`src/rtl/regfile_wb_queue_pkg.sv`:
```
// Shared definitions for the integer register file, its write-back queue
// and the decode hazard logic.
package regfile_wb_queue_pkg;

    localparam int XLEN       = 32;
    localparam int REG_ADDR_W = 5;

    localparam logic [REG_ADDR_W-1:0] REG_ZERO = 5'd0;

    // One pending register-file write.
    typedef struct packed {
        logic [REG_ADDR_W-1:0] rd;
        logic [XLEN-1:0]       data;
    } wb_entry_t;

    // A result only occupies the queue when it targets a real register;
    // writes to x0 are architecturally void.
    function automatic logic writes_reg(input logic                  valid,
                                        input logic [REG_ADDR_W-1:0] rd);
        return valid && (rd != REG_ZERO);
    endfunction

endpackage

```
`src/rtl/regfile_wb_queue_if.sv`:
```
// Bundle between the producers/decode (master) and the write-back queue
// (slave). The register-file write port rides along as outputs of the queue.
interface regfile_wb_queue_if #(
    parameter int DEPTH = 4,
    parameter int XLEN  = regfile_wb_queue_pkg::XLEN
);
    localparam int CNT_W = $clog2(DEPTH) + 1;

    // Producers
    logic            ld_valid;
    logic [4:0]      ld_rd;
    logic [XLEN-1:0] ld_data;
    logic            alu_valid;
    logic [4:0]      alu_rd;
    logic [XLEN-1:0] alu_data;
    logic            in_ready;
    logic            flush;

    // Hazard lookup for decode
    logic [4:0]      rs1;
    logic [4:0]      rs2;
    logic            rs1_busy;
    logic            rs2_busy;

    // Register-file write port and status
    logic            reg_write;
    logic [4:0]      rd;
    logic [XLEN-1:0] write_data;
    logic [CNT_W-1:0] count;
    logic            overflow;

    modport master (
        output ld_valid, ld_rd, ld_data, alu_valid, alu_rd, alu_data, flush, rs1, rs2,
        input  in_ready, rs1_busy, rs2_busy, reg_write, rd, write_data, count, overflow
    );

    modport slave (
        input  ld_valid, ld_rd, ld_data, alu_valid, alu_rd, alu_data, flush, rs1, rs2,
        output in_ready, rs1_busy, rs2_busy, reg_write, rd, write_data, count, overflow
    );

endinterface

```
`src/rtl/regfile_wb_queue.sv`:
```
// Write-back queue in front of the single register-file write port.
// Accepts up to two results per cycle (load first, then ALU), drains one per
// cycle, and flags source registers that still have a write in flight.
module regfile_wb_queue #(
    parameter int DEPTH = 4,
    parameter int XLEN  = regfile_wb_queue_pkg::XLEN
) (
    input logic               clk,
    input logic               rst_n,
    regfile_wb_queue_if.slave wb_if
);
    import regfile_wb_queue_pkg::*;

    localparam int PTR_W = $clog2(DEPTH);
    localparam int CNT_W = $clog2(DEPTH) + 1;

    logic [PTR_W-1:0]      head_q, head_d;
    logic [PTR_W-1:0]      tail_q, tail_d;
    logic [CNT_W-1:0]      count_q, count_d;
    logic                  overflow_q, overflow_d;

    logic [REG_ADDR_W-1:0] rd_mem_q   [DEPTH];
    logic [XLEN-1:0]       data_mem_q [DEPTH];

    logic                  in_ready;
    logic                  accept;
    logic                  ld_push;
    logic                  alu_push;
    logic                  pop;
    logic [PTR_W-1:0]      alu_slot;
    logic [PTR_W-1:0]      rel_idx [DEPTH];
    logic [DEPTH-1:0]      occupied;
    logic [DEPTH-1:0]      hit_rs1;
    logic [DEPTH-1:0]      hit_rs2;

    // Ready only from registered occupancy, so valids never feed back into it.
    assign in_ready = (count_q <= CNT_W'(DEPTH - 2));
    assign accept   = in_ready && !wb_if.flush;
    assign ld_push  = accept && writes_reg(wb_if.ld_valid,  wb_if.ld_rd);
    assign alu_push = accept && writes_reg(wb_if.alu_valid, wb_if.alu_rd);
    assign pop      = (count_q != '0);

    // The load is older, so the ALU result takes the slot after it when both push.
    assign alu_slot = tail_q + PTR_W'(ld_push);

    // Next-state for pointers, occupancy and the sticky overflow flag.
    always_comb begin
        // NOTE: every output of a combinational block gets a default first so no path leaves it unassigned and infers a latch.
        head_d     = head_q;
        tail_d     = tail_q;
        count_d    = count_q;
        overflow_d = overflow_q;
        if (wb_if.flush) begin
            head_d  = '0;
            tail_d  = '0;
            count_d = '0;
        end else begin
            head_d  = head_q + PTR_W'(pop);
            tail_d  = tail_q + PTR_W'(ld_push) + PTR_W'(alu_push);
            count_d = count_q - CNT_W'(pop) + CNT_W'(ld_push) + CNT_W'(alu_push);
            if (!in_ready && (wb_if.ld_valid || wb_if.alu_valid)) begin
                overflow_d = 1'b1;
            end
        end
    end

    // Control state; reset discards every queued entry at once.
    always_ff @(posedge clk or negedge rst_n) begin
        if (!rst_n) begin
            head_q     <= '0;
            tail_q     <= '0;
            count_q    <= '0;
            overflow_q <= 1'b0;
        end else begin
            // NOTE: sequential state uses non-blocking assignments so every register samples pre-edge values.
            head_q     <= head_d;
            tail_q     <= tail_d;
            count_q    <= count_d;
            overflow_q <= overflow_d;
        end
    end

    // Entry storage; pushes write the tail slot(s) only.
    always_ff @(posedge clk) begin
        // NOTE: the entry array has no reset; an entry is only ever read while the occupancy says it is valid.
        if (ld_push) begin
            rd_mem_q[tail_q]   <= wb_if.ld_rd;
            data_mem_q[tail_q] <= wb_if.ld_data;
        end
        if (alu_push) begin
            rd_mem_q[alu_slot]   <= wb_if.alu_rd;
            data_mem_q[alu_slot] <= wb_if.alu_data;
        end
    end

    // Hazard lookup: a slot counts only if it lies within [head, head+count).
    always_comb begin
        occupied = '0;
        hit_rs1  = '0;
        hit_rs2  = '0;
        for (int i = 0; i < DEPTH; i++) begin
            rel_idx[i]  = PTR_W'(i) - head_q;
            occupied[i] = (CNT_W'(rel_idx[i]) < count_q);
            hit_rs1[i]  = occupied[i] && (rd_mem_q[i] == wb_if.rs1);
            hit_rs2[i]  = occupied[i] && (rd_mem_q[i] == wb_if.rs2);
        end
    end

    assign wb_if.rs1_busy   = (wb_if.rs1 != REG_ZERO) && (|hit_rs1);
    assign wb_if.rs2_busy   = (wb_if.rs2 != REG_ZERO) && (|hit_rs2);

    // The register file never stalls, so the head is presented and popped every non-empty cycle.
    assign wb_if.reg_write  = pop;
    assign wb_if.rd         = pop ? rd_mem_q[head_q]   : REG_ZERO;
    assign wb_if.write_data = pop ? data_mem_q[head_q] : '0;
    assign wb_if.in_ready   = in_ready;
    assign wb_if.count      = count_q;
    assign wb_if.overflow   = overflow_q;

endmodule
```
`src/flat_wrapper.sv`:
```
// flat-port wrapper written by rule: the top's interface ports become plain ports
module regfile_wb_queue_flat import regfile_wb_queue_pkg::*;
#(
    parameter int DEPTH = 4,
    parameter int XLEN  = regfile_wb_queue_pkg::XLEN
)
  (clk, rst_n, wb_if_ld_valid, wb_if_ld_rd, wb_if_ld_data, wb_if_alu_valid, wb_if_alu_rd, wb_if_alu_data, wb_if_flush, wb_if_rs1, wb_if_rs2, wb_if_in_ready, wb_if_rs1_busy, wb_if_rs2_busy, wb_if_reg_write, wb_if_rd, wb_if_write_data, wb_if_count, wb_if_overflow);
  regfile_wb_queue_if #(.DEPTH(DEPTH), .XLEN(XLEN)) wb_if_i ();
  input logic clk;
  input logic rst_n;
  input wire logic [$bits(wb_if_i.ld_valid)-1:0] wb_if_ld_valid;
  input wire logic [$bits(wb_if_i.ld_rd)-1:0] wb_if_ld_rd;
  input wire logic [$bits(wb_if_i.ld_data)-1:0] wb_if_ld_data;
  input wire logic [$bits(wb_if_i.alu_valid)-1:0] wb_if_alu_valid;
  input wire logic [$bits(wb_if_i.alu_rd)-1:0] wb_if_alu_rd;
  input wire logic [$bits(wb_if_i.alu_data)-1:0] wb_if_alu_data;
  input wire logic [$bits(wb_if_i.flush)-1:0] wb_if_flush;
  input wire logic [$bits(wb_if_i.rs1)-1:0] wb_if_rs1;
  input wire logic [$bits(wb_if_i.rs2)-1:0] wb_if_rs2;
  output wire logic [$bits(wb_if_i.in_ready)-1:0] wb_if_in_ready;
  output wire logic [$bits(wb_if_i.rs1_busy)-1:0] wb_if_rs1_busy;
  output wire logic [$bits(wb_if_i.rs2_busy)-1:0] wb_if_rs2_busy;
  output wire logic [$bits(wb_if_i.reg_write)-1:0] wb_if_reg_write;
  output wire logic [$bits(wb_if_i.rd)-1:0] wb_if_rd;
  output wire logic [$bits(wb_if_i.write_data)-1:0] wb_if_write_data;
  output wire logic [$bits(wb_if_i.count)-1:0] wb_if_count;
  output wire logic [$bits(wb_if_i.overflow)-1:0] wb_if_overflow;
  assign wb_if_i.ld_valid = wb_if_ld_valid;
  assign wb_if_i.ld_rd = wb_if_ld_rd;
  assign wb_if_i.ld_data = wb_if_ld_data;
  assign wb_if_i.alu_valid = wb_if_alu_valid;
  assign wb_if_i.alu_rd = wb_if_alu_rd;
  assign wb_if_i.alu_data = wb_if_alu_data;
  assign wb_if_i.flush = wb_if_flush;
  assign wb_if_i.rs1 = wb_if_rs1;
  assign wb_if_i.rs2 = wb_if_rs2;
  assign wb_if_in_ready = wb_if_i.in_ready;
  assign wb_if_rs1_busy = wb_if_i.rs1_busy;
  assign wb_if_rs2_busy = wb_if_i.rs2_busy;
  assign wb_if_reg_write = wb_if_i.reg_write;
  assign wb_if_rd = wb_if_i.rd;
  assign wb_if_write_data = wb_if_i.write_data;
  assign wb_if_count = wb_if_i.count;
  assign wb_if_overflow = wb_if_i.overflow;
  regfile_wb_queue #(.DEPTH(DEPTH), .XLEN(XLEN)) u_core (.clk(clk), .rst_n(rst_n), .wb_if(wb_if_i));
endmodule
```
`config.mk`:
```
export PLATFORM = sky130hd
export DESIGN_NAME = regfile_wb_queue_flat
export DESIGN_NICKNAME = d
export VERILOG_FILES = /design/src/rtl/regfile_wb_queue_pkg.sv /design/src/rtl/regfile_wb_queue_if.sv /design/src/rtl/regfile_wb_queue.sv /design/src/flat_wrapper.sv
export SDC_FILE = /design/constraint.sdc
export NUM_CORES = 1
export LEC_CHECK = 0
export CORE_UTILIZATION = 35
export CTS_BUF_LIST = sky130_fd_sc_hd__clkbuf_8 sky130_fd_sc_hd__clkbuf_16
export DETAILED_ROUTE_END_ITERATION = 12
export DONT_BUFFER_PORTS = 1
export GPL_ROUTABILITY_DRIVEN = 0
export RECOVER_POWER = 50
export REMOVE_ABC_BUFFERS = 1
export SKIP_LAST_GASP = 1
export SLEW_MARGIN = 20
export SYNTH_ARGS = -nofsm -noshare
export SYNTH_HDL_FRONTEND = slang
export SYNTH_SLANG_ARGS = --single-unit
```
`constraint.sdc`:
```
create_clock -name clk -period 3.9 [get_ports clk]
set_input_delay 0.78 -clock clk [delete_from_list [all_inputs] [get_ports clk]]
set_output_delay 0.78 -clock clk [all_outputs]
set_load 0.005 [all_outputs]
```
==> impl_metrics.py <==
metrics = {
    "status": {
        "status": "completed",
    },
    "synth": {
        "synth.distinct_cells": 34,
        "netlist_area_mm2": 0.00870,
        "synth_edf_count": 148,
        "synth_cells": 545,
        "syn_area_per_cell_um2": 16.0,
        "seq_area_frac_synth": 0.534,
        "ys_ff_latch": 156,
        "yosysWarningCount": 0,
        "ys.flop_type": "edfxtp_1",
        "async_flop_share": 0.0513,
    },
    "clock_network": {
        "cts_resized": 0,
        "post_cts_buffers": 0,
        "root_buffer": "clkbuf_16",
        "clk_latency_ps": 430,
        "cts.sinks": 156,
        "hold_buffers": 0,
        "cts_tree": "built",
        "clk_pin_slew_ps": 70,
        "cts_made_buffers": 17,
        "clockBufferDepth": 2,
        "cts-htree-levels": 4,
    },
    "timing": {
        "rsz0062_at_grt": "no",
        "fin_crit_sh": 0.905,
        "relSlewSlack": 0.482,
        "drv_slew": 0,
        "fmax_mhz": 283,
        "tightest_slew_ps": 772,
        "fin_hold_ws_ps": 37.7,
        "post-route-min-period_ps": 3530,
        "hold_viol": 0,
        "finalSetupViolations": 0,
        "fin_ws_ps": 370,
        "fin_skew_ps": 9.26,
    },
    "critical_path": {
        "cp-start-kind": "flip-flop",
        "worst_r2r_path_depth": 8,
        "crit_end": "u_core.data_mem_q[2][5]",
        "crit_start": "u_core.wb_if.count[1]",
        "crit_fanout": 19,
        "path_class": "reg -> reg",
        "reg2reg_slack_ps": 370,
        "endpoint_kind": "flip-flop",
        "cp.required_ps": 3990,
        "worstReg2RegEnd": "u_core.data_mem_q[2][5]",
        "r2r_start": "u_core.wb_if.count[1]",
        "worstPathArrival_ps": 3620,
    },
    "die": {
        "core-area_mm2": 0.0243,
        "initial_core_util": 0.358,
        "die_w_um": 160,
        "core.rowCount": 57,
        "die-height_um": 160,
        "ios": 134,
        "die_area_mm2": 0.0255,
    },
    "grt": {
        "grt_start_max_net_pins": 38,
        "grtUsageTotal": 0.171,
        "grt_pass1_vias": 5310,
        "grt_pass1_wl_um": 32100,
        "grt_overflow": 0,
        "antenna_found_initial": 0,
    },
    "route": {
        "firstDrtPassIters": 6,
        "wl_um": 21300,
        "num_vias": 4766,
        "postRouteAntennaNets": 0,
        "via_per_inst": 5.42,
        "wl_per_cell_um": 24.2,
        "drc_errors": 0,
        "drtIter0Drc": 271,
    },
    "power": {
        "peakVddDrop_uv": 296,
        "power_leakage_nw": 3.06,
        "finalPower_w": 0.00590,
        "power_density_mw_per_mm2": 617,
    },
    "final_layout": {
        "diodes": 0,
        "nNetsFinal": 642,
        "fillCellCount": 2251,
        "final_cell_area_mm2": 0.00957,
        "layout_commonest_cell": "edfxtp_1",
        "drive_gt1_frac": 0.402,
        "synthToLayoutAreaGrowth_pct": 9.98,
        "final_cell_mix": "edfxtp_1, mux2_2, nor2b_1, mux4_2, xnor2_1",
    },
    "place": {
        "port-buffer-count": 0,
        "post-dp-hpwl_um": 13600,
        "place_area_mm2": 0.00912,
        "place_worst_setup_slack_ps": 451,
    },
    "min_path": {
        "hold_path.class": "in -> async",
    },
    "run": {
        "maxCapViolations": 0,
    },
}
==> per-stage QoR <==
step / std cells / utilization / TNS, ps
3_3_place_gp: 847 / 0.375 / 0
6_report: 879 / 0.393 / 0
2_1_floorplan: 505 / - / -237910
3_5_place_dp: 847 / 0.375 / 0
4_1_cts: 879 / 0.399 / 0
5_1_grt: 879 / 0.393 / 0
==> how the worst min path moves through the flow <==
stage / from / end / slack, ps / cells past startpoint
2_1_floorplan: u_core.wb_if.overflow / u_core.wb_if.overflow / 450 / 1
3_3_place_gp: rst_n / u_core.head_q[1] / 480 / 0
3_5_place_dp: rst_n / u_core.wb_if.overflow / 480 / 0
4_1_cts: rst_n / u_core.tail_q[1] / 20 / 0
5_1_grt: rst_n / u_core.tail_q[1] / 10 / 0
6_report: rst_n / u_core.tail_q[1] / 40 / 0
==> cell usage after synthesis (2+ instances only) <==
cell	instances	area (µm²)
edfxtp_1	148	4440
mux2_2	110	1240
nor2b_1	40	250
mux2_4	38	571
mux4_2	37	833
xnor2_1	28	245
xor2_1	18	158
clkbuf_1	16	60.1
buf_2	10	50.1
nor4_1	10	62.6
ha_1	9	113
inv_1	9	33.8
nor2_1	9	33.8
dfrtp_1	8	200
nand3_1	8	40.0
buf_6	6	67.6
nor3_1	6	30.0
a31o_2	4	35.0
buf_1	4	15.0
buf_4	4	30.0
a21oi_1	3	15.0
and3_4	2	22.5
fa_1	2	40.0
inv_2	2	7.51
nand2b_1	2	12.5
o21a_1	2	15.0
o2bb2ai_1	2	17.5
or4_1	2	15.0
==> power by group <==
| part | internal [W] | leakage, nW | switching, W |
|---|---|---|---|
| Combinational | 0.000914 | 1.34 | 0.000994 |
| Clock | 0.000900 | 0.272 | 0.000741 |
| Sequential | 0.00215 | 1.44 | 0.000205 |
==> layer usage <==
| metal | vias up | global-route usage | wire length (µm) |
|---|---|---|---|
| met5 | - | 0 | 0 |
| met4 | 0 | 0.0494 | 318 |
| met3 | 30 | 0.0644 | 1680 |
| met2 | 168 | 0.305 | 11000 |
| met1 | 2475 | 0.190 | 8330 |
| li1 | 2093 | - | - |
==> worst max-delay path: stages, from the launching register on <==
cell and delay (ps):
dfrtp_1 470, inv_1 190, ha_1 170, a31oi_1 90, nor3_1 640, ha_1 400
nor3_1 670, a31o_2 220, buf_4 320
==> sequential cells by signal, indices dropped and copies added, names as in the netlist <==
signal	flops
u_core.data_mem_q	128
u_core.rd_mem_q	20
u_core.wb_if.count	3
u_core.head_q	2
u_core.tail_q	2
u_core.wb_if.overflow	1
==> area by class of cell <==
| type | instances | area, µm² | area share |
|---|---|---|---|
| Sequential cell | 156 | 4650 | 0.486 |
| Inverter | 11 | 41.3 | 0.00432 |
| Clock inverter | 15 | 153 | 0.0160 |
| Timing Repair Buffer | 18 | 190 | 0.0199 |
| Multi-Input combinational cell | 338 | 3700 | 0.387 |
| Tap cell | 324 | 405 | 0.0424 |
| Clock buffer | 17 | 425 | 0.0445 |
==> cells by family (layout without fill, tap and decap cells) <==
group	Yosys count	after routing	share of synthesized area
XOR/XNOR	46	46	0.0463
AND/OR/NAND/NOR	80	80	0.0549
multiplexers	185	185	0.304
AO/OA/AOI/OAI	16	16	0.0131
flip-flops	156	156	0.534
buffers and inverters	51	61	0.0304
adder cells (fa/ha/maj)	11	11	0.0175
(Power assumes the default switching activity.)
